==> config.mk <==
export PLATFORM = sky130hd
export DESIGN_NAME = sdram_arbiter
export DESIGN_NICKNAME = d
export VERILOG_FILES = /design/src/rtl/sdram_pkg.sv /design/src/rtl/sdram_arb_tagq.sv /design/src/rtl/sdram_arbiter.sv
export SDC_FILE = /design/constraint.sdc
export NUM_CORES = 1
export LEC_CHECK = 0
export BUFFER_PORTS_ARGS = -buffer_cell sky130_fd_sc_hd__buf_2
export CAP_MARGIN = 40
export CORE_MARGIN = 3
export CORE_UTILIZATION = 40
export CTS_BUF_LIST = sky130_fd_sc_hd__clkbuf_4 sky130_fd_sc_hd__clkbuf_8
export CTS_CLUSTER_DIAMETER = 80
export DETAILED_ROUTE_END_ITERATION = 6
export GPL_TIMING_DRIVEN = 1
export HOLD_SLACK_MARGIN = 0.15
export PLACE_DENSITY = 0.83
export SKIP_LAST_GASP = 1
export SLEW_MARGIN = 20
export SYNTH_ARGS = -nofsm -noshare
export SYNTH_HDL_FRONTEND = slang
export SYNTH_SLANG_ARGS = --single-unit
==> constraint.sdc <==
create_clock -name clk -period 7.15 [get_ports clk]
set_input_delay 0.715 -clock clk [delete_from_list [all_inputs] [get_ports clk]]
set_output_delay 0.715 -clock clk [all_outputs]
set_load 0.02 [all_outputs]
==> src/rtl/sdram_pkg.sv <==
// Shared constants, types and FSM state codes for the SDRAM port arbiter.
// Latency: n/a (package only).
// Backpressure: n/a.
// Contents: default address/data widths, addr_t/data_t, IDLE/GRANT state codes, round-robin helper.
package sdram_pkg;

   localparam int AW_DEF = 24;   // 16M x 16-bit SDRAM word address
   localparam int DW_DEF = 16;

   typedef logic [AW_DEF-1:0] addr_t;
   typedef logic [DW_DEF-1:0] data_t;

   // Arbiter FSM states
   localparam logic [0:0] IDLE  = 1'b0;
   localparam logic [0:0] GRANT = 1'b1;

   // Index that follows g in round-robin order over n requesters.
   function automatic int rr_next(input int g, input int n);
      return (g + 1) % n;
   endfunction

endpackage

==> src/rtl/sdram_arb_tagq.sv <==
// Synchronous FIFO of requester tags, one per outstanding read, returned in request order.
// Latency: push visible at head next cycle; head/full/empty are registered-state derived.
// Backpressure: push while full is accepted only together with a pop (occupancy unchanged).
// Ports: clk, reset (sync, active-high), push/push_tag, pop, head (oldest tag), full, empty.
module sdram_arb_tagq
   import sdram_pkg::*;
#(
   parameter int TW    = 1,
   parameter int DEPTH = 8
) (
   input  logic          clk,
   input  logic          reset,
   input  logic          push,
   input  logic [TW-1:0] push_tag,
   input  logic          pop,
   output logic [TW-1:0] head,
   output logic          full,
   output logic          empty
);

   localparam int PW = $clog2(DEPTH);

   logic [TW-1:0] slots [DEPTH];
   logic [PW-1:0] wr_ptr;
   logic [PW-1:0] rd_ptr;
   logic [PW:0]   count;
   logic          do_push;
   logic          do_pop;

   // A pop frees the slot the same cycle, so a push at full is fine when paired with one.
   assign do_push = push & (~full | pop);
   assign do_pop  = pop & ~empty;

   assign full  = (count == (PW+1)'(DEPTH));
   assign empty = (count == '0);
   assign head  = slots[rd_ptr];

   always_ff @(posedge clk) begin
      if (reset) begin
         wr_ptr <= '0;
         rd_ptr <= '0;
         count  <= '0;
      end else begin
         // DEPTH is a power of two, so the pointers wrap naturally.
         if (do_push) wr_ptr <= wr_ptr + 1'b1;
         if (do_pop)  rd_ptr <= rd_ptr + 1'b1;
         case ({do_push, do_pop})
            2'b10:   count <= count + 1'b1;
            2'b01:   count <= count - 1'b1;
            default: count <= count;
         endcase
      end
   end

   always_ff @(posedge clk) begin
      if (do_push) slots[wr_ptr] <= push_tag;
   end

endmodule

==> src/rtl/sdram_arbiter.sv <==
// Round-robin burst arbiter sharing one SDRAM controller port among N requesters; routes read data back by tag.
// Latency: 1-cycle registered arbitration, then request forwarded combinationally; read return routed same cycle.
// Backpressure: mem_ready passes straight to the granted req_ready; reads also stall while every tag slot is in use.
// Ports: req_* (per-requester request, packed [N-1:0]), mem_* (controller side), rd_data/rd_valid (one-hot return),
//        grant (current/last winner, debug), err_unexp (sticky: read return with nothing outstanding).
module sdram_arbiter
   import sdram_pkg::*;
#(
   parameter int N     = 2,
   parameter int AW    = AW_DEF,
   parameter int DW    = DW_DEF,
   parameter int BURST = 8,
   parameter int RDQ   = 8
) (
   input  logic                   clk,
   input  logic                   reset,
   input  logic [N-1:0]           req_valid,
   input  logic [N-1:0]           req_we,
   input  logic [N-1:0][AW-1:0]   req_addr,
   input  logic [N-1:0][DW-1:0]   req_data,
   output logic [N-1:0]           req_ready,
   output logic [DW-1:0]          rd_data,
   output logic [N-1:0]           rd_valid,
   output logic                   mem_valid,
   output logic                   mem_we,
   output logic [AW-1:0]          mem_addr,
   output logic [DW-1:0]          mem_data,
   input  logic                   mem_ready,
   input  logic [DW-1:0]          mem_rd_data,
   input  logic                   mem_rd_valid,
   output logic [$clog2(N)-1:0]   grant,
   output logic                   err_unexp
);

   localparam int GW = $clog2(N);
   localparam int CW = $clog2(BURST + 1);

   logic [0:0]    state;
   logic [GW-1:0] ptr;
   logic [GW-1:0] winner;
   logic [GW-1:0] g;
   logic [CW-1:0] cnt;
   logic          found;
   logic          xfer;
   logic          release_g;
   logic          tq_push;
   logic          tq_pop;
   logic          tq_full;
   logic          tq_full_eff;
   logic          tq_empty;
   logic [GW-1:0] tq_head;

   assign g = grant;

   // First valid requester at or after ptr, wrapping.
   always_comb begin
      winner = ptr;
      found  = 1'b0;
      for (int k = 0; k < N; k++) begin
         if (!found && req_valid[(int'(ptr) + k) % N]) begin
            winner = GW'((int'(ptr) + k) % N);
            found  = 1'b1;
         end
      end
   end

   // A return in flight this cycle frees a tag slot, letting a read be accepted alongside it.
   assign tq_pop      = mem_rd_valid & ~tq_empty;
   assign tq_full_eff = tq_full & ~tq_pop;

   always_comb begin
      req_ready = '0;
      mem_valid = 1'b0;
      mem_we    = req_we[g];
      mem_addr  = req_addr[g];
      mem_data  = req_data[g];
      if (state == GRANT) begin
         mem_valid    = req_valid[g] & (req_we[g] | ~tq_full_eff);
         req_ready[g] = mem_ready & (req_we[g] | ~tq_full_eff);
      end
   end

   assign xfer      = mem_valid & mem_ready & req_ready[g];
   assign tq_push   = xfer & ~req_we[g];
   assign release_g = (xfer && (cnt == CW'(BURST - 1))) || !req_valid[g];

   always_ff @(posedge clk) begin
      if (reset) begin
         state     <= IDLE;
         grant     <= '0;
         ptr       <= '0;
         cnt       <= '0;
         err_unexp <= 1'b0;
      end else begin
         if (mem_rd_valid && tq_empty) err_unexp <= 1'b1;
         case (state)
            IDLE: begin
               if (found) begin
                  grant <= winner;
                  cnt   <= '0;
                  state <= GRANT;
               end
            end
            GRANT: begin
               if (xfer) cnt <= cnt + 1'b1;
               if (release_g) begin
                  state <= IDLE;
                  ptr   <= GW'(rr_next(int'(g), N));
               end
            end
            default: state <= IDLE;
         endcase
      end
   end

   sdram_arb_tagq #(
      .TW    (GW),
      .DEPTH (RDQ)
   ) u_tagq (
      .clk      (clk),
      .reset    (reset),
      .push     (tq_push),
      .push_tag (g),
      .pop      (tq_pop),
      .head     (tq_head),
      .full     (tq_full),
      .empty    (tq_empty)
   );

   always_comb begin
      rd_valid = '0;
      if (tq_pop) rd_valid[tq_head] = 1'b1;
   end

   assign rd_data = mem_rd_data;

endmodule

---- After elaboration in Yosys (flattened, before gate mapping) ----
Memory sizes are Yosys's and may differ from the RTL's. A register that Yosys moved wholly into a read port is not among the register bits.
Index checks and enable logic that the tools add are counted.
cells by class
  add/sub/neg operators ................... 7
  magnitude comparators ................... 6
  eq/ne operators ......................... 6
  multiplexer cells ....................... 36
  bitwise operators ....................... 19
  reduce and logical (&&, ||, !) cells .... 13
operator list
  cell                 count
  $mux 24              2
  $mux 16              2
  $mux 1               21
  $pmux 4 s2           2
  $and 1x1->1          9
  $add 4x1->4 const B  2
  $mux 4               2
  $add 3x1->3 const B  2
  $lt 1x2->1 const B   3
  $mux 3               2
  $not 1->1            6
  $reduce_and 2->1     3
  $logic_and 1x1->1    5
  $eq 4x3->1 const B   1
  $eq 4x4->1 const B   1
  $logic_not 4->1      1
  $mux 2               2
  $sub 4x1->4 const B  1
  $lt 2x3->1 const B   1
  $add 1x1->1 const B  2
  $and 2x2->2          1
  $demux 1 s1          2
  $eq 2x1->1 const B   1
  $eq 2x2->1 const B   1
  9 further kinds      12
word-level totals
  register bits ........................... 18
  bits in writable memories ............... 8
  bits of input ports ..................... 104
  word-level logic and storage cells ...... 96
  memories kept ........................... 1
memory list
  memory        words  bits a word  read ports  clocked after memory_dff  write ports  line                  text
  u_tagq.slots  8      1            1           1                         1            sdram_arb_tagq.sv:23  logic [TW-1:0] slots [DEPTH];

---- Depth between registers and ports, before layout ----
Gate-level depths: netlist of run 1.
  depth in word-level cells ............... 17
  gate-level depth with buffers ........... 13
  depth with buffers taken out ............ 12

---- Modules after synthesis ----
Synthesis of run 1 repeated with hierarchy kept, for this count alone.
unflattened totals
  cells, all modules ...................... 205
  area total of the unflattened synthesis .. 2018.2 µm²
by module, submodules not included
  module          times used  cells an instance  area each (µm²)  seq. area each (µm²)
  sdram_arbiter   1           121                1038.5           160.2
  sdram_arb_tagq  1           84                 979.7            500.5

---- Worst setup path before layout of run 1 ----
Ideal clock, no wire load.
  kind .................................... register -> register
  start ................................... register grant
  end ..................................... register u_tagq.count[3]
  library setup time ...................... 0.121 ns
  arrival time ............................ 2.918 ns
  data required time ...................... 7.029 ns
  slack ................................... 4.111 ns
  stages on the path, launching flop included .. 11
  path through ............................ dfxtp_1 -> buf_6 -> mux2i_1 -> inv_1 -> a211oi_2 -> and2_4 -> inv_2 -> ha_1 -> or3_1 -> o32ai_1 -> mux2_2
on the way
  cells in the longest elaborated chain, start to end .. 13
ends and longest elaborated chain
  item                                             line                                      text
  start, declared                                  sdram_arbiter.sv:31                       output logic [$clog2(N)-1:0] grant,
  start signal, assigned                           sdram_arbiter.sv:99                       grant <= winner;
  $mux 1 (*) (2 in series)                         --
  named net mem_we                                 sdram_arbiter.sv:25                       output logic mem_we,
  $or 1x1->1                                       sdram_arbiter.sv:78, sdram_arbiter.sv:79
  $and 1x1->1                                      sdram_arbiter.sv:79                       req_ready[g] = mem_ready & (req_we[g] | ~tq_full_eff);
  $and 2x2->2 (no source line)                     --
  $mux 2                                           sdram_arbiter.sv:77                       if (state == GRANT) begin
  $mux 1 (not written as such) (2 in series)       sdram_arbiter.sv:83                       assign xfer = mem_valid & mem_ready & req_ready[g];
  $and 1x1->1                                      sdram_arbiter.sv:83
  $and 1x1->1 (*)                                  sdram_arbiter.sv:84                       assign tq_push = xfer & ~req_we[g];
  $and 1x1->1 (*)                                  sdram_arb_tagq.sv:31                      assign do_push = push & (~full | pop);
  $eq 2x1->1 or $eq 2x2->1 (tied branches)         sdram_arb_tagq.sv:47                      case ({do_push, do_pop})
  $pmux 4 s2 or $reduce_bool 2->1 (tied branches)  --
  end signal, assigned                             sdram_arb_tagq.sv:48                      2'b10: count <= count + 1'b1;
  end signal, assigned                             sdram_arb_tagq.sv:49                      2'b01: count <= count - 1'b1;
  end signal, assigned                             sdram_arb_tagq.sv:50                      default: count <= count;
  end, declared                                    sdram_arb_tagq.sv:26                      logic [PW:0] count;
Mark *: on every way through the listed nets, which the timed path passes. The rest lies on a longest branch. The select of a mux whose other input is x is not followed.
A chain may end at the register's enable or synchronous reset.

---- Worst setup path after layout of run 1 ----
  start ................................... register grant
  end ..................................... register u_tagq.count[2]
on the way
  cells in the longest elaborated chain, start to end .. 13
ends and longest elaborated chain
  item                                                               line
  $lt 1x2->1 (not written as such), or another cell as far along     sdram_arbiter.sv:79
  $logic_and 1x1->1 (not written as such) or $mux 1 (tied branches)  sdram_arbiter.sv:79, sdram_arbiter.sv:78, sdram_arbiter.sv:84
  $mux 1 (not written as such) or $or 1x1->1 (tied branches)         sdram_arbiter.sv:79, sdram_arbiter.sv:78
  $demux 1 s1 or $and 1x1->1 (tied branches)                         sdram_arbiter.sv:79
  $and 2x2->2 (no source line)                                       --
  $mux 2                                                             sdram_arbiter.sv:77
  $mux 1 (not written as such) (2 in series)                         sdram_arbiter.sv:83
  $and 1x1->1                                                        sdram_arbiter.sv:83
  $and 1x1->1 (*)                                                    sdram_arbiter.sv:84
  $and 1x1->1 (*)                                                    sdram_arb_tagq.sv:31
  $eq 2x1->1 or $eq 2x2->1 (tied branches)                           sdram_arb_tagq.sv:47
  $pmux 4 s2 or $reduce_bool 2->1 (tied branches)                    --
Every way passes the cells marked *; elsewhere a longest branch is shown, timed or not. The select of a mux whose other input is x is not followed.

==> impl_metrics.yaml, run 1 <==
outcome:
  status: "finished with violations"
  violations: "DRC"
logic_synthesis:
  syn_nets: 315
  yosys_register_bits: 29
  netlist_instances: 205
  syn_area_sq_mm: 0.00203
  ys_types: 42
  ys_warn_count: 0
  seq_area_frac_synth_pct: 32.6
  avgSynthCellArea_sq_um: 9.90
global_routing:
  grt_pass1_vias: 1957
  grt-ovfl-total: 0
  track_usage_pct: 22.1
  grt_antenna_before_repair: 2
  grt_pass1_wl_mm: 9.80
  grt_max_degree: 34
timing:
  hold_ws_ns: 0.470
  rsz0062_at_grt: "false"
  timing.final.crit_period_ns: 3.35
  skew_ns: 0.00931
  setup_violations: 0
  relSlewSlack_pct: 69.2
  max_freq_ghz: 0.299
  slew_viol_final: 0
  timing.final.crit_share_pct: 46.8
  worst_pin_slew_ns: 0.459
  hold_viol: 0
  setup_tns_ns: 0
  setup_ws_ns: 3.80
hold_path:
  whs_path_depth: 2
  hold_path_class: "reg -> reg"
clock_network:
  post-cts-setup-buffer-count: 0
  cts_hold_buf: 0
  cts-buffers-inserted: 5
  cts_buffer_depth: 2
  htree_levels: 2
  cts_tree: "built"
  cts_resized: 0
  cts_sinks: 29
  insertion_delay_ns: 0.27
  root_buffer: "clkbuf_8"
  path_clk_slew_ns: 0.06
pwr:
  p_int_w: 0.000333
  cellLeakagePower_nw: 1.26
  p_clk_share_pct: 29.7
  p_switching_w: 0.000149
  ir_worst_vdd_uv: 104
  pwr-share-seq_pct: 38.7
  swShare_pct: 30.9
  power_w: 0.000482
  p_comb_share_pct: 31.6
  cellPowerDensity_mw_per_mm2: 176
floorplan:
  io_pins: 168
  die_h_um: 77.2
  initial_core_util_pct: 42.1
  num_rows: 25
  core-area_sq_mm: 0.00482
  fp.dieArea_sq_mm: 0.00596
  die_x_um: 77.2
final_layout:
  multi_input_area_sq_mm: 0.00118
  drive_above_1_share_pct: 60.8
  final_common_cell: "buf_2"
  fillCellCount: 468
  final_cell_mix: "135 x buf_2, 41 x mux2_2, 20 x dfxtp_1"
  area_growth_pct: 35.0
  fin_util_pct: 56.9
  regArea_sq_um: 662
  fin_nets: 433
drt:
  drtPass1Iterations: 7
  routedWlPerCell_um: 17.3
  drcViolationCount: 1
  vias_per_cell: 4.96
  vias: 1951
  drt_iter0_markers: 90
  totalWireLength_mm: 6.79
  ant_nets: 0
setup_path:
  critical_path_required_ns: 7.35
  crit_arrival_ns: 3.54
  critical_path.startpoint_type: "register"
  cp_max_fo: 33
  worst-setup-path-type: "reg -> reg"
  rr_worst_depth: 12
  cp-end-kind: "register"
placed_design:
  portBuffers: 135
  dpl.hpwl_mm: 5.73
  place_ws_ns: 3.83
  routabilityCongestion: 0.881
flow_run:
  cap_violations: 0
## final cells by class
type	instances	share of cell area, %
multi-input cells	143	43.0
repair buffers	136	24.9
flip-flops and latches	29	24.2
clock buffers	8	3.56
well taps	67	3.06
inverters	8	1.10
diodes	2	0.183
## path summary, 6_finish.rpt
kind / from / to / slack [ns]
max: grant$_SDFFE_PP0P_ / u_tagq.count[2]$_SDFFE_PP0P_ / 3.80
min: err_unexp$_SDFFE_PP0P_ / err_unexp$_SDFFE_PP0P_ / 0.47
max reg2reg: grant$_SDFFE_PP0P_ / u_tagq.count[2]$_SDFFE_PP0P_ / 3.80
min reg2reg: err_unexp$_SDFFE_PP0P_ / err_unexp$_SDFFE_PP0P_ / 0.47
## cells by family after synthesis
kind of cell | share of synthesized area [%]
compound gates | 10.4
xor+xnor | 2.16
fa+ha+maj | 3.70
buf+inv | 9.43
flops | 32.6
mux | 27.4
simple gates | 14.3
## power groups by stage
stage                     clock network (W)  registers [W]  logic (W)
final                              0.000143       0.000187   0.000152
after global routing               0.000157       0.000188   0.000165
after CTS                          0.000147       0.000186   0.000153
after detailed placement                  0       0.000190   0.000153
after global placement                    0       0.000189   0.000150
after floorplan                           0       0.000187   0.000112
## cell usage after synthesis
| cell type | number | area, sq um |
|---|---|---|
| o41a_1 | 1 | 11.3 |
| dfxtp_1 | 21 | 420 |
| a31oi_1 | 2 | 12.5 |
| nor4_1 | 1 | 6.26 |
| buf_4 | 16 | 120 |
| nor3b_1 | 1 | 7.51 |
| o211a_1 | 1 | 10.0 |
| nand2_1 | 7 | 26.3 |
| a311oi_1 | 1 | 8.76 |
| o21ai_0 | 7 | 35.0 |
| nand3_1 | 6 | 30.0 |
| clkbuf_1 | 8 | 30.0 |
| mux2_2 | 41 | 462 |
| nor3_1 | 2 | 10.0 |
| nor3_2 | 3 | 30.0 |
| a31o_2 | 2 | 17.5 |
| mux2i_1 | 5 | 50.1 |
| edfxtp_1 | 8 | 240 |
| o211ai_1 | 2 | 15.0 |
| inv_2 | 1 | 3.75 |
| o21a_1 | 2 | 15.0 |
| and2_1 | 2 | 12.5 |
| nor4_2 | 1 | 12.5 |
| mux4_2 | 2 | 45.0 |
| inv_1 | 7 | 26.3 |
| ha_1 | 6 | 75.1 |
| o32ai_1 | 1 | 8.76 |
| nand2b_1 | 2 | 12.5 |
| a311o_1 | 1 | 10.0 |
| and2_4 | 1 | 8.76 |
| nor2b_1 | 6 | 37.5 |
| nand4b_1 | 1 | 8.76 |
| or3_1 | 4 | 25.0 |
| o31ai_1 | 1 | 7.51 |
| and3_1 | 1 | 6.26 |
| buf_6 | 1 | 11.3 |
| xnor2_1 | 1 | 8.76 |
| a211oi_2 | 1 | 12.5 |
| a211oi_1 | 1 | 7.51 |
| a21oi_1 | 8 | 40.0 |
| xor2_1 | 4 | 35.0 |
| nor2_1 | 15 | 56.3 |
## worst max-delay path, stage by stage, from the launching register on
cell and delay [ns]:
dfxtp_2 0.62, buf_4 0.45, mux2i_1 0.22, a211oi_2 0.37
and2_4 0.23, inv_2 0.08, ha_1 0.25, xor2_1 0.16
ha_1 0.19, a21oi_1 0.15, xor2_1 0.09, or3_1 0.31
a21oi_1 0.14
## metrics by stage
step	std cells	instance area, sq um
2_1_floorplan	205	2030
3_3_place_gp	383	2640
3_5_place_dp	383	2640
4_1_cts	391	2730
5_1_grt	393	2740
6_report	393	2740
## routing by layer
metal | vias up | GRT usage [%] | share of wire, %
li1 | 963 | - | -
met1 | 899 | 22.6 | 37
met3 | 10 | 7.86 | 6.8
met5 | - | 0 | 0
met2 | 79 | 40.3 | 54
met4 | 0 | 8.90 | 2.2
Power figures use the tool's default switching activity.
==> run 2: changes to the inputs <==
--- a/config.mk
+++ b/config.mk
@@ -8,13 +8,13 @@
 export BUFFER_PORTS_ARGS = -buffer_cell sky130_fd_sc_hd__buf_2
 export CAP_MARGIN = 40
 export CORE_MARGIN = 3
-export CORE_UTILIZATION = 40
+export CORE_UTILIZATION = 36
 export CTS_BUF_LIST = sky130_fd_sc_hd__clkbuf_4 sky130_fd_sc_hd__clkbuf_8
 export CTS_CLUSTER_DIAMETER = 80
 export DETAILED_ROUTE_END_ITERATION = 6
 export GPL_TIMING_DRIVEN = 1
 export HOLD_SLACK_MARGIN = 0.15
-export PLACE_DENSITY = 0.83
+export PLACE_DENSITY = 0.79
 export SKIP_LAST_GASP = 1
 export SLEW_MARGIN = 20
 export SYNTH_ARGS = -nofsm -noshare
==> constraint.sdc (replaced) <==
create_clock -name clk -period 3 [get_ports clk]
set_input_delay 0.3 -clock clk [delete_from_list [all_inputs] [get_ports clk]]
set_output_delay 0.3 -clock clk [all_outputs]
set_load 0.02 [all_outputs]
==> impl_metrics.yaml, run 2 (synthesis gave the netlist of run 1 again) <==
outcome:
  status: "completed"
clock_network:
  cts-buffers-inserted: 5
  root_buffer: "clkbuf_8"
  cts_hold_buf: 0
  insertion_delay_ns: 0.28
  cts_resized: 0
  post-cts-setup-buffer-count: 0
  cts_buffer_depth: 2
  cts_tree: "built"
  path_clk_slew_ns: 0.07
  cts_sinks: 29
  htree_levels: 2
final_layout:
  drive_above_1_share_pct: 60.8
  fillCellCount: 507
  n_antenna_cell: 0
  area_growth_pct: 34.3
  fin_nets: 433
  final_common_cell: "buf_2"
  final_area_sq_mm: 0.00273
  final_cell_mix: "135 x buf_2, 41 x mux2_2, 20 x dfxtp_1"
timing:
  setup_tns_ns: 0
  setup_violations: 0
  timing.final.crit_share_pct: 91.2
  rsz0062_at_grt: "false"
  hold_viol: 0
  worst_pin_slew_ns: 0.591
  max_freq_ghz: 0.365
  timing.final.crit_period_ns: 2.74
  relSlewSlack_pct: 60.6
  skew_ns: 0.0106
  slew_viol_final: 0
  hold_ws_ns: 0.277
setup_path:
  crit_start: "grant$_SDFFE_PP0P_"
  crit_arrival_ns: 2.96
  rr_startpoint: "grant$_SDFFE_PP0P_"
  rrSetupSlack_ns: 0.26
  critical_path_required_ns: 3.22
  worst-setup-path-type: "reg -> reg"
  critical_path.startpoint_type: "register"
  cp_max_fo: 6
  cp-endpoint: "u_tagq.count[2]$_SDFFE_PP0P_"
  cp-end-kind: "register"
  r2r-end: "u_tagq.count[2]$_SDFFE_PP0P_"
  rr_worst_depth: 12
pwr:
  ir_worst_vdd_uv: 217
  cellLeakagePower_nw: 1.25
  cellPowerDensity_mw_per_mm2: 408
  power_w: 0.00111
drt:
  drt_iter0_markers: 77
  vias_per_cell: 4.83
  vias: 1904
  drcViolationCount: 0
  totalWireLength_mm: 5.80
  ant_nets: 0
  drtPass1Iterations: 4
  routedWlPerCell_um: 14.7
floorplan:
  io_pins: 168
  die_x_um: 81.1
  core-area_sq_mm: 0.00527
  num_rows: 26
  die_h_um: 81.1
  initial_core_util_pct: 38.5
  fp.dieArea_sq_mm: 0.00657
placed_design:
  place_area_sq_mm: 0.00264
  dpl.hpwl_mm: 4.81
  routabilityCongestion: 0.791
  portBuffers: 135
global_routing:
  grt_antenna_before_repair: 0
  grt_pass1_wl_mm: 8.22
  grt_max_degree: 54
  track_usage_pct: 16.5
  grt-ovfl-total: 0
  grt_pass1_vias: 1809
hold_path:
  hold_path_class: "in -> reg"
flow_run:
  cap_violations: 0
run 2: changes by cell type in the layout (fill, tap and decap cells not counted), sizes merged:
cell      change
diode         -2
clkinv        +2
clkinvlp      +1
clkbuf        -3
run 2: worst min-delay path by stage:
stage / from / cells past startpoint / to / slack (ns)
final: mem_rd_valid / 3 / err_unexp$_SDFFE_PP0P_ / 0.28
after global routing: mem_rd_valid / 3 / err_unexp$_SDFFE_PP0P_ / 0.30
after CTS: mem_rd_valid / 3 / err_unexp$_SDFFE_PP0P_ / 0.28
after detailed placement: err_unexp$_SDFFE_PP0P_ / 2 / err_unexp$_SDFFE_PP0P_ / 0.46
after global placement: err_unexp$_SDFFE_PP0P_ / 2 / err_unexp$_SDFFE_PP0P_ / 0.45
after floorplan: mem_rd_valid / 2 / err_unexp$_SDFFE_PP0P_ / 0.44
run 2: stage by stage:
step,setup slack [ns],util (%),cells
6_report,0.264,51.7,394
2_1_floorplan,0.0917,-,205
4_1_cts,0.246,51.7,394
3_3_place_gp,0.328,50.1,386
5_1_grt,0.0714,51.7,394
3_5_place_dp,0.249,50.1,386
run 2: where the power goes:
part	internal, W	switching, W	total [W]
logic	0.000169	0.000193	0.000363
registers	0.000419	0.0000188	0.000438
clock network	0.000160	0.000152	0.000312
run 2: per-layer routing:
layer | wire [um] | track usage (%) | vias to the layer above
li1 | - | - | 962
met1 | 2250 | 19.1 | 853
met2 | 3030 | 28.7 | 80
met3 | 437 | 5.65 | 9
met4 | 80 | 5.24 | 0
met5 | 0 | 0 | -
run 2: layout make-up:
cell class | instances | area (sq um) | share of cell area (%)
Sequential cell | 29 | 662 | 24.3
Inverter | 8 | 30.0 | 1.10
Timing Repair Buffer | 136 | 683 | 25.1
Clock buffer | 5 | 68.8 | 2.52
Tap cell | 70 | 87.6 | 3.21
Clock inverter | 3 | 17.5 | 0.642
Multi-Input combinational cell | 143 | 1180 | 43.2
run 2: critical path, cell delays in order, from the launching register on:
cell and delay [ns]:
dfxtp_2 0.35, mux2i_1 0.32, inv_1 0.11, a211oi_2 0.30, and2_4 0.23, inv_2 0.08, ha_1 0.25, xor2_1 0.17
ha_1 0.20, a21oi_1 0.15, xor2_1 0.09, or3_1 0.30, a21oi_1 0.13
